`config.mk`:
```
export PLATFORM = sky130hd
export DESIGN_NAME = demux1to4_tdm
export DESIGN_NICKNAME = d
export VERILOG_FILES = /design/src/rtl/demux_pkg.sv /design/src/rtl/sipo_shift.sv /design/src/rtl/demux1to4_tdm.sv
export SDC_FILE = /design/constraint.sdc
export NUM_CORES = 1
export LEC_CHECK = 0
export CAP_MARGIN = 20
export CORE_MARGIN = 4
export CORE_UTILIZATION = 26
export DETAILED_ROUTE_END_ITERATION = 16
export DONT_BUFFER_PORTS = 1
export GPL_TIMING_DRIVEN = 0
export PLACE_DENSITY = 0.37
export SYNTH_ARGS = -nofsm -noshare
export SYNTH_HDL_FRONTEND = slang
export SYNTH_HIERARCHICAL = 1
export SYNTH_SLANG_ARGS = --single-unit
```
`constraint.sdc`:
```
create_clock -name clk -period 2.2 [get_ports clk]
set_input_delay 0.66 -clock clk [delete_from_list [all_inputs] [get_ports clk]]
set_output_delay 0.66 -clock clk [all_outputs]
set_load 0.02 [all_outputs]
```
`src/rtl/demux_pkg.sv`:
```
// Shared types and constants for the 1-to-4 TDM demultiplexer.
// Latency: n/a (declarations only).
// Backpressure: n/a.
package demux_pkg;

   typedef enum logic {
      HUNT = 1'b0,
      RUN  = 1'b1
   } state_t;

   localparam int NUM_CH = 4;
   localparam int SLOT_W = 2;

   // Bit-counter width for a given slot width; never narrower than one bit.
   function automatic int bit_cnt_w(input int width);
      return (width > 2) ? $clog2(width) : 1;
   endfunction

endpackage

```
`src/rtl/sipo_shift.sv`:
```
// Serial-in/parallel-out shifter assembling one slot word, MSB first.
// Latency: word_o is combinational from din_i, so a word is ready on its final beat.
// Backpressure: none; shifts only when shift_i is high, clr_i discards history.
module sipo_shift #(
   parameter int WIDTH = 8
) (
   input  logic             clk,
   input  logic             rst_n,
   input  logic             clr_i,
   input  logic             shift_i,
   input  logic             din_i,
   output logic [WIDTH-1:0] word_o
);

   // Only WIDTH-1 bits are stored; the last bit joins straight from din_i.
   logic [WIDTH-2:0] sr_q;
   logic [WIDTH-2:0] sr_d;

   assign word_o = {sr_q, din_i};

   // Next shift-register value: clear+shift loads din as the first bit of a fresh word.
   always_comb begin
      sr_d = sr_q;
      if (clr_i && shift_i) begin
         sr_d    = '0;
         sr_d[0] = din_i;
      end else if (clr_i) begin
         sr_d = '0;
      end else if (shift_i) begin
         sr_d = word_o[WIDTH-2:0];
      end
   end

   // Shift-register state.
   always_ff @(posedge clk or negedge rst_n) begin
      if (!rst_n) begin
         sr_q <= '0;
      end else begin
         sr_q <= sr_d;
      end
   end

endmodule

```
`src/rtl/demux1to4_tdm.sv`:
```
// Splits a serial 4-slot TDM stream into four WIDTH-bit channel words.
// Latency: Yk and ch_valid[k] appear one cycle after the slot's final valid bit.
// Backpressure: none; din_valid=0 cycles freeze all framing state.
module demux1to4_tdm
   import demux_pkg::*;
#(
   parameter int WIDTH = 8
) (
   input  logic              clk,
   input  logic              rst_n,
   input  logic              din,
   input  logic              din_valid,
   input  logic              frame_sync,
   output logic [WIDTH-1:0]  Y0,
   output logic [WIDTH-1:0]  Y1,
   output logic [WIDTH-1:0]  Y2,
   output logic [WIDTH-1:0]  Y3,
   output logic [NUM_CH-1:0] ch_valid,
   output logic              frame_done,
   output logic              sync_err
);

   localparam int               BC_W     = bit_cnt_w(WIDTH);
   localparam logic [BC_W-1:0]  LAST_BIT = BC_W'(WIDTH - 1);
   localparam logic [BC_W-1:0]  ONE_BIT  = BC_W'(1);
   localparam logic [SLOT_W-1:0] LAST_SLOT = SLOT_W'(NUM_CH - 1);

   state_t              state_q;
   logic [BC_W-1:0]     bit_cnt_q;
   logic [SLOT_W-1:0]   slot_cnt_q;
   logic [WIDTH-1:0]    y_q [NUM_CH];
   logic [NUM_CH-1:0]   ch_valid_q;
   logic                frame_done_q;
   logic                sync_err_q;

   logic                frame_start;
   logic                sr_clr;
   logic                sr_shift;
   logic [WIDTH-1:0]    word;

   // The only beat where frame_sync is mandatory in RUN.
   assign frame_start = (bit_cnt_q == '0) && (slot_cnt_q == '0);

   // Shifter control: any sync beat starts a fresh word, a missing sync drops history.
   always_comb begin
      sr_clr   = 1'b0;
      sr_shift = 1'b0;
      if (din_valid) begin
         if (frame_sync) begin
            sr_clr   = 1'b1;
            sr_shift = 1'b1;
         end else if (state_q == RUN) begin
            if (frame_start) begin
               sr_clr = 1'b1;
            end else begin
               sr_shift = 1'b1;
            end
         end
      end
   end

   sipo_shift #(
      .WIDTH (WIDTH)
   ) u_sipo (
      .clk     (clk),
      .rst_n   (rst_n),
      .clr_i   (sr_clr),
      .shift_i (sr_shift),
      .din_i   (din),
      .word_o  (word)
   );

   // Framing FSM, slot/bit counters, channel registers and registered strobes.
   always_ff @(posedge clk or negedge rst_n) begin
      if (!rst_n) begin
         state_q      <= HUNT;
         bit_cnt_q    <= '0;
         slot_cnt_q   <= '0;
         ch_valid_q   <= '0;
         frame_done_q <= 1'b0;
         sync_err_q   <= 1'b0;
         for (int k = 0; k < NUM_CH; k++) begin
            y_q[k] <= '0;
         end
      end else begin
         ch_valid_q   <= '0;
         frame_done_q <= 1'b0;
         sync_err_q   <= 1'b0;
         if (din_valid) begin
            case (state_q)
               HUNT: begin
                  if (frame_sync) begin
                     state_q    <= RUN;
                     slot_cnt_q <= '0;
                     bit_cnt_q  <= ONE_BIT;
                  end
               end
               RUN: begin
                  if (frame_start && !frame_sync) begin
                     // Lost alignment: drop the beat and resynchronise.
                     sync_err_q <= 1'b1;
                     state_q    <= HUNT;
                     slot_cnt_q <= '0;
                     bit_cnt_q  <= '0;
                  end else if (frame_sync) begin
                     // Sync off the expected position abandons the partial slot.
                     sync_err_q <= !frame_start;
                     slot_cnt_q <= '0;
                     bit_cnt_q  <= ONE_BIT;
                  end else if (bit_cnt_q == LAST_BIT) begin
                     y_q[slot_cnt_q] <= word;
                     ch_valid_q      <= NUM_CH'(1) << slot_cnt_q;
                     frame_done_q    <= (slot_cnt_q == LAST_SLOT);
                     bit_cnt_q       <= '0;
                     slot_cnt_q      <= slot_cnt_q + 1'b1;
                  end else begin
                     bit_cnt_q <= bit_cnt_q + 1'b1;
                  end
               end
               default: state_q <= HUNT;
            endcase
         end
      end
   end

   assign Y0         = y_q[0];
   assign Y1         = y_q[1];
   assign Y2         = y_q[2];
   assign Y3         = y_q[3];
   assign ch_valid   = ch_valid_q;
   assign frame_done = frame_done_q;
   assign sync_err   = sync_err_q;

endmodule

```
## Word-level counts from Yosys, hierarchy flattened

Cells that the tools add are included.
W data, S select, Z words.

- $add $sub $neg: 2
- $lt $le $gt $ge: 2
- Eq/ne operators: 4
- Shift-type cells: 1
- Muxes and demuxes: 41
- Bitwise gates (word level): 4
- Reduce and logical (&&, ||, !) cells: 12

Operators by type and width:

| kind | number |
|---|---|
| $bwmux W32 | 1 |
| $mux W7 | 3 |
| $mux W4 | 5 |
| $mux W1 | 19 |
| $demux W8 S2 | 1 |
| $mux W3 | 4 |
| $mux W2 | 4 |
| $mux W8 | 1 |
| $pmux W3 S2 | 1 |
| $reduce_and A5 Y1 | 1 |
| $logic_and A1 B1 Y1 | 4 |
| $ne A4 B2 Y1 const B | 1 |
| $pmux W2 S2 | 1 |
| $shl A1 B2 Y4 const A | 1 |
| $add A3 B1 Y3 const B | 1 |
| $eq A3 B3 Y1 const B | 1 |
| $ge A3 B3 Y1 const B | 1 |
| $logic_not A3 Y1 | 1 |
| $lt A3 B1 Y1 const B | 1 |
| $not A1 Y1 | 3 |
| $not A2 Y3 | 1 |
| $reduce_and A3 Y1 | 1 |
| $reduce_bool A3 Y1 | 1 |
| $add A2 B1 Y2 const B | 1 |
| other kinds (6) | 7 |

- Register bits: 51
- Output and inout bits: 38

## Depth between registers and ports, before layout

- Word-level depth: 9
- Gate-level depth with buffers: 8
- Depth with buffers taken out: 8

## Hierarchy

Netlist, hierarchy kept.

Modules (own cells, without submodules):

| module | instances | cells each | area an instance (µm²) | sequential area each (µm²) |
|---|---|---|---|---|
| demux1to4_tdm | 1 | 132 | 1,873.0 | 1,076.0 |
| sipo_shift | 1 | 24 | 291.5 | 175.2 |

## Worst setup path after synthesis

Ideal clock, no wire load.

- Path type: input to register
- Start: in frame_sync
- End: reg y_q, in the netlist Y2[1]
- Library setup time: 0.125 ns
- Arrival: 1.881 ns
- Path slack: 0.194 ns
- Stages on the path: 7
- Path buffers: 2
- Path through: buf_2 inv_1 ha_1 and4_1 buf_4 nand2_4 mux2_2

- Word-level cells in the longest chain between the ends: 4
- Elaborated cells on any way between the ends: 5

Ends and longest elaborated chain:

| what | line | text |
|---|---|---|
| from (decl) | demux1to4_tdm.sv:13 | `input logic frame_sync,` |
| $logic_not A1 Y1 | demux1to4_tdm.sv:99 | `if (frame_start && !frame_sync) begin` |
| $logic_and A1 B1 Y1 | demux1to4_tdm.sv:99 |  |
| $not A1 Y1 (no line) | - |  |
| $reduce_and A5 Y1 (no line) * | - |  |
| to (signal, indexed assignment) | demux1to4_tdm.sv:111 | `y_q[slot_cnt_q] <= word;` |
| to (decl) | demux1to4_tdm.sv:31 | `logic [WIDTH-1:0] y_q [NUM_CH];` |

Every way passes the cells marked *; elsewhere a longest branch is shown, timed or not.
A chain may end at the register's enable or synchronous reset.

## Worst setup path after layout

- Start: reg slot_cnt_q[0]
- End: reg y_q, in the netlist Y1[2]

- Word-level cells in the longest chain between the ends: 6
- Elaborated cells on any way between the ends: 12

Ends and longest elaborated chain:

| what | line | text |
|---|---|---|
| from (decl) | demux1to4_tdm.sv:30 | `logic [SLOT_W-1:0] slot_cnt_q;` |
| from (signal assigned) | demux1to4_tdm.sv:115 | `slot_cnt_q <= slot_cnt_q + 1'b1;` |
| $not A2 Y3 (implied by the code) | demux1to4_tdm.sv:111 |  |
| $ge A3 B3 Y1 (implied by the code) or $lt A3 B1 Y1 (tied branches) | demux1to4_tdm.sv:111 |  |
| $logic_and A1 B1 Y1 (implied by the code) | demux1to4_tdm.sv:111 |  |
| $mux W8 (implied by the code) | demux1to4_tdm.sv:111 |  |
| $demux W8 S2 | demux1to4_tdm.sv:111 |  |
| $bwmux W32 | demux1to4_tdm.sv:111 |  |

Several ways; a longest one is shown, not always the timed one.

==> metrics.cfg <==
[sta]
setup_viol = 0
period_minus_slack_ns = 2.08
finClkSkew_ns = 0.0146
tightest_slew_ns = 0.550
hold_viol_final = 0
fin_crit_sh_pct = 94.7
tns_ns = 0
slew_violations = 0
rsz0062_at_grt = false
slew_headroom_pct = 62.8
max_freq_mhz = 480
holdWs_ns = 0.0396

[drt]
viasPerCell = 4.49
drtPass1Iterations = 4
drt_wl_total_um = 4550
wl_per_cell_um = 16.9
vias = 1207
drtAntennaViolNets = 0
drc = 0
drtIter0Drc = 52

[synth]
ys_seq_area_share_pct = 57.8
synth-simple-area-share_pct = 8.38
synthTopCellsByArea = dfrtp_1 (58%), mux2_2 (14%), ha_1 (5.8%), mux2_1 (3.1%), mux2i_1 (2.8%)
yosys_warnings = 6
synth_xor_area_share_pct = 0
synthesis.nets = 171
netlist.area_leader.share_pct = 57.8
ys_seq_elements = 50
synthFlopType = dfrtp_1
ys_types = 31
syn_inst = 156
synth-compound-area-share_pct = 4.62
synth_edf_count = 0
syn_avg_cell_area_um2 = 13.9
synth_fa_ha_area_share_pct = 5.78
yosysTopAreaCell = dfrtp_1
synth.mux.area_fraction_pct = 19.9
async_flop_share_pct = 100
syn_area_um2 = 2160
synth_top_family_by_area = multiplexers

[setup_path]
crit_path_start = slot_cnt_q[0]$_DFFE_PN0P_
critPathMaxFanout = 8
r2r_start = slot_cnt_q[0]$_DFFE_PN0P_
worst_setup_path_end_kind = flip-flop
critical_path_class = flip-flop to flip-flop
arrival_ns = 2.27
required_ns = 2.39
cp-start-kind = flip-flop

[floorplan]
die_area_um2 = 9850
dieWidth_um = 99.2
coreArea_um2 = 8180
io_pins = 43
start_util_pct = 26.5
die_h_um = 99.2
rows = 33

[finish]
drive_above_1_share_pct = 29.3
num_antenna_cells = 0
utilization_pct = 29.5
nets = 178
final_cells = 269
n_fill_cell = 843
final_cell_area_um2 = 2410
area_growth_pct = 11.6

[clock_tree]
clock-sinks = 50
htreeDepth = 2
cts_buffer_depth = 2
cts_tree = done
cts_hold_buffers = 0
clk_latency_ns = 0.30
cts_buffers = 5
root_buffer = clkbuf_8
clkTransAtPathRegs_ns = 0.10

[flow_run]
maxCapViolCount = 0

[placement]
dpl_cell_area_um2 = 2300
place_inst = 261
portBuffers = 0
hpwl_um = 3250
place_congestion = 0.677

[power_and_ir_drop]
p_per_area_nw_per_um2 = 918
p_leak_nw = 1.26
peakVddDrop_uv = 317

[global_routing]
grt_pass1_vias = 1324
grt_pass1_wl_um = 7310
grt_overflow = 0
grt_usage_pct = 9.57
antenna_found_initial = 0
grt_max_degree = 51

[outcome]
status = completed

[worst_hold_path]
hp-class = input port to async pin

## metrics by stage
stage	setup WS (ns)	total power [mW]
finish	0.117	2.22
global route	0.00685	2.37
CTS	0.0389	2.26
detailed placement	-0.0329	1.58
global placement	0.00280	1.57
floorplan	0.194	1.47
## timing repair
action | 4_1_cts | 5_1_grt
buffers inserted | 0 | 0
resized for setup | 0 | 1
endpoints found under the setup margin | 0 | 30
## layer usage
metal | track usage [%] | routed length, um
met1 | 11.5 | 1970
met2 | 15.6 | 2180
met3 | 4.00 | 364
met4 | 3.15 | 31
met5 | 0 | 0
## sequential cells by signal, summed over array words and instances, names as in the netlist
| register | count |
|---|---|
| sync_err | 1 |
| bit_cnt_q | 3 |
| Y0 | 8 |
| slot_cnt_q | 2 |
| ch_valid | 4 |
| Y2 | 8 |
| Y1 | 8 |
| u_sipo/sr_q | 7 |
| Y3 | 8 |
| state_q | 1 |
## where the power goes
group	total (mW)	internal (mW)	switching, mW	leakage, nW
Clock	0.654	0.345	0.309	0.0587
Combinational	0.451	0.207	0.244	0.509
Sequential	1.11	1.00	0.106	0.687
## area by class of cell
class | instances | area (um2) | area share [%]
sequential | 50 | 1250 | 51.8
multi-input combinational | 92 | 841 | 34.8
tap | 105 | 131 | 5.44
clock buffer | 5 | 68.8 | 2.85
buffer | 7 | 48.8 | 2.02
clock inverter | 3 | 47.5 | 1.97
inverter | 7 | 26.3 | 1.09
## cells by family after synthesis
group,count (synthesis)
AOI/OAI and AO/OA,14
adders and majority gates,10
buffers and inverters,14
DFF,50
muxes,39
and+or+nand+nor,29
## cells in the mapped netlist (2+ instances only)
cell,instances
o22ai_1,2
inv_1,7
mux2i_1,6
nor2_1,7
nand2_4,4
dfrtp_1,50
nand2_1,4
ha_1,10
and2_1,4
a2bb2oi_1,2
mux2_2,27
a21oi_1,3
buf_2,3
nor2b_1,2
buf_4,3
mux2_1,6
a32o_1,2
## critical path, cell delays in order (launching register included)
cell,delay [ns]
dfrtp_1,0.41
inv_1,0.11
ha_2,0.23
nand3b_1,0.13
ha_1,0.20
and4_1,0.19
buf_4,0.17
nand2_4,0.17
mux2_2,0.36
## layout by cell type, fill, tap and decap left out
master      n
buf_6       1
inv_1       7
nand3b_1    1
clkbuf_8    5
nand2_1     4
and4_1      1
buf_2       3
clkinv_4    1
o21ai_0     1
mux2_2     27
a31oi_1     1
a32o_1      2
o21ai_1     1
nand2b_1    1
a21oi_1     3
a21bo_2     1
nor3_1      1
mux2i_1     6
nor4_1      1
and3b_1     1
nand2_4     4
bufinv_16   1
and3_1      1
dfrtp_1    50
mux2_1      6
and2_1      4
buf_4       3
nor4b_1     1
a2bb2oi_1   2
ha_2        1
inv_6       1
nor2_1      7
ha_1        9
o22ai_1     2
nor2b_1     2
a22o_1      1
## path summary, 6_finish.rpt
| path | endpoint | slack, ns | cells after the start |
|---|---|---|---|
| worst min register to register | bit_cnt_q[0]$_DFFE_PN0P_ | 0.56 | 1 |
| worst max register to register | Y1[2]$_DFFE_PN0P_ | 0.12 | 8 |
| worst min-delay path | Y1[6]$_DFFE_PN0P_ | 0.04 | 0 |
| min in group clk | u_sipo/sr_q[0]$_DFFE_PN0P_ | 0.48 | 2 |
| max in group asynchronous | Y3[4]$_DFFE_PN0P_ | 2.06 | 0 |
| worst max-delay path | Y1[2]$_DFFE_PN0P_ | 0.12 | 8 |
No activity file was read; power rests on OpenSTA's default activity.
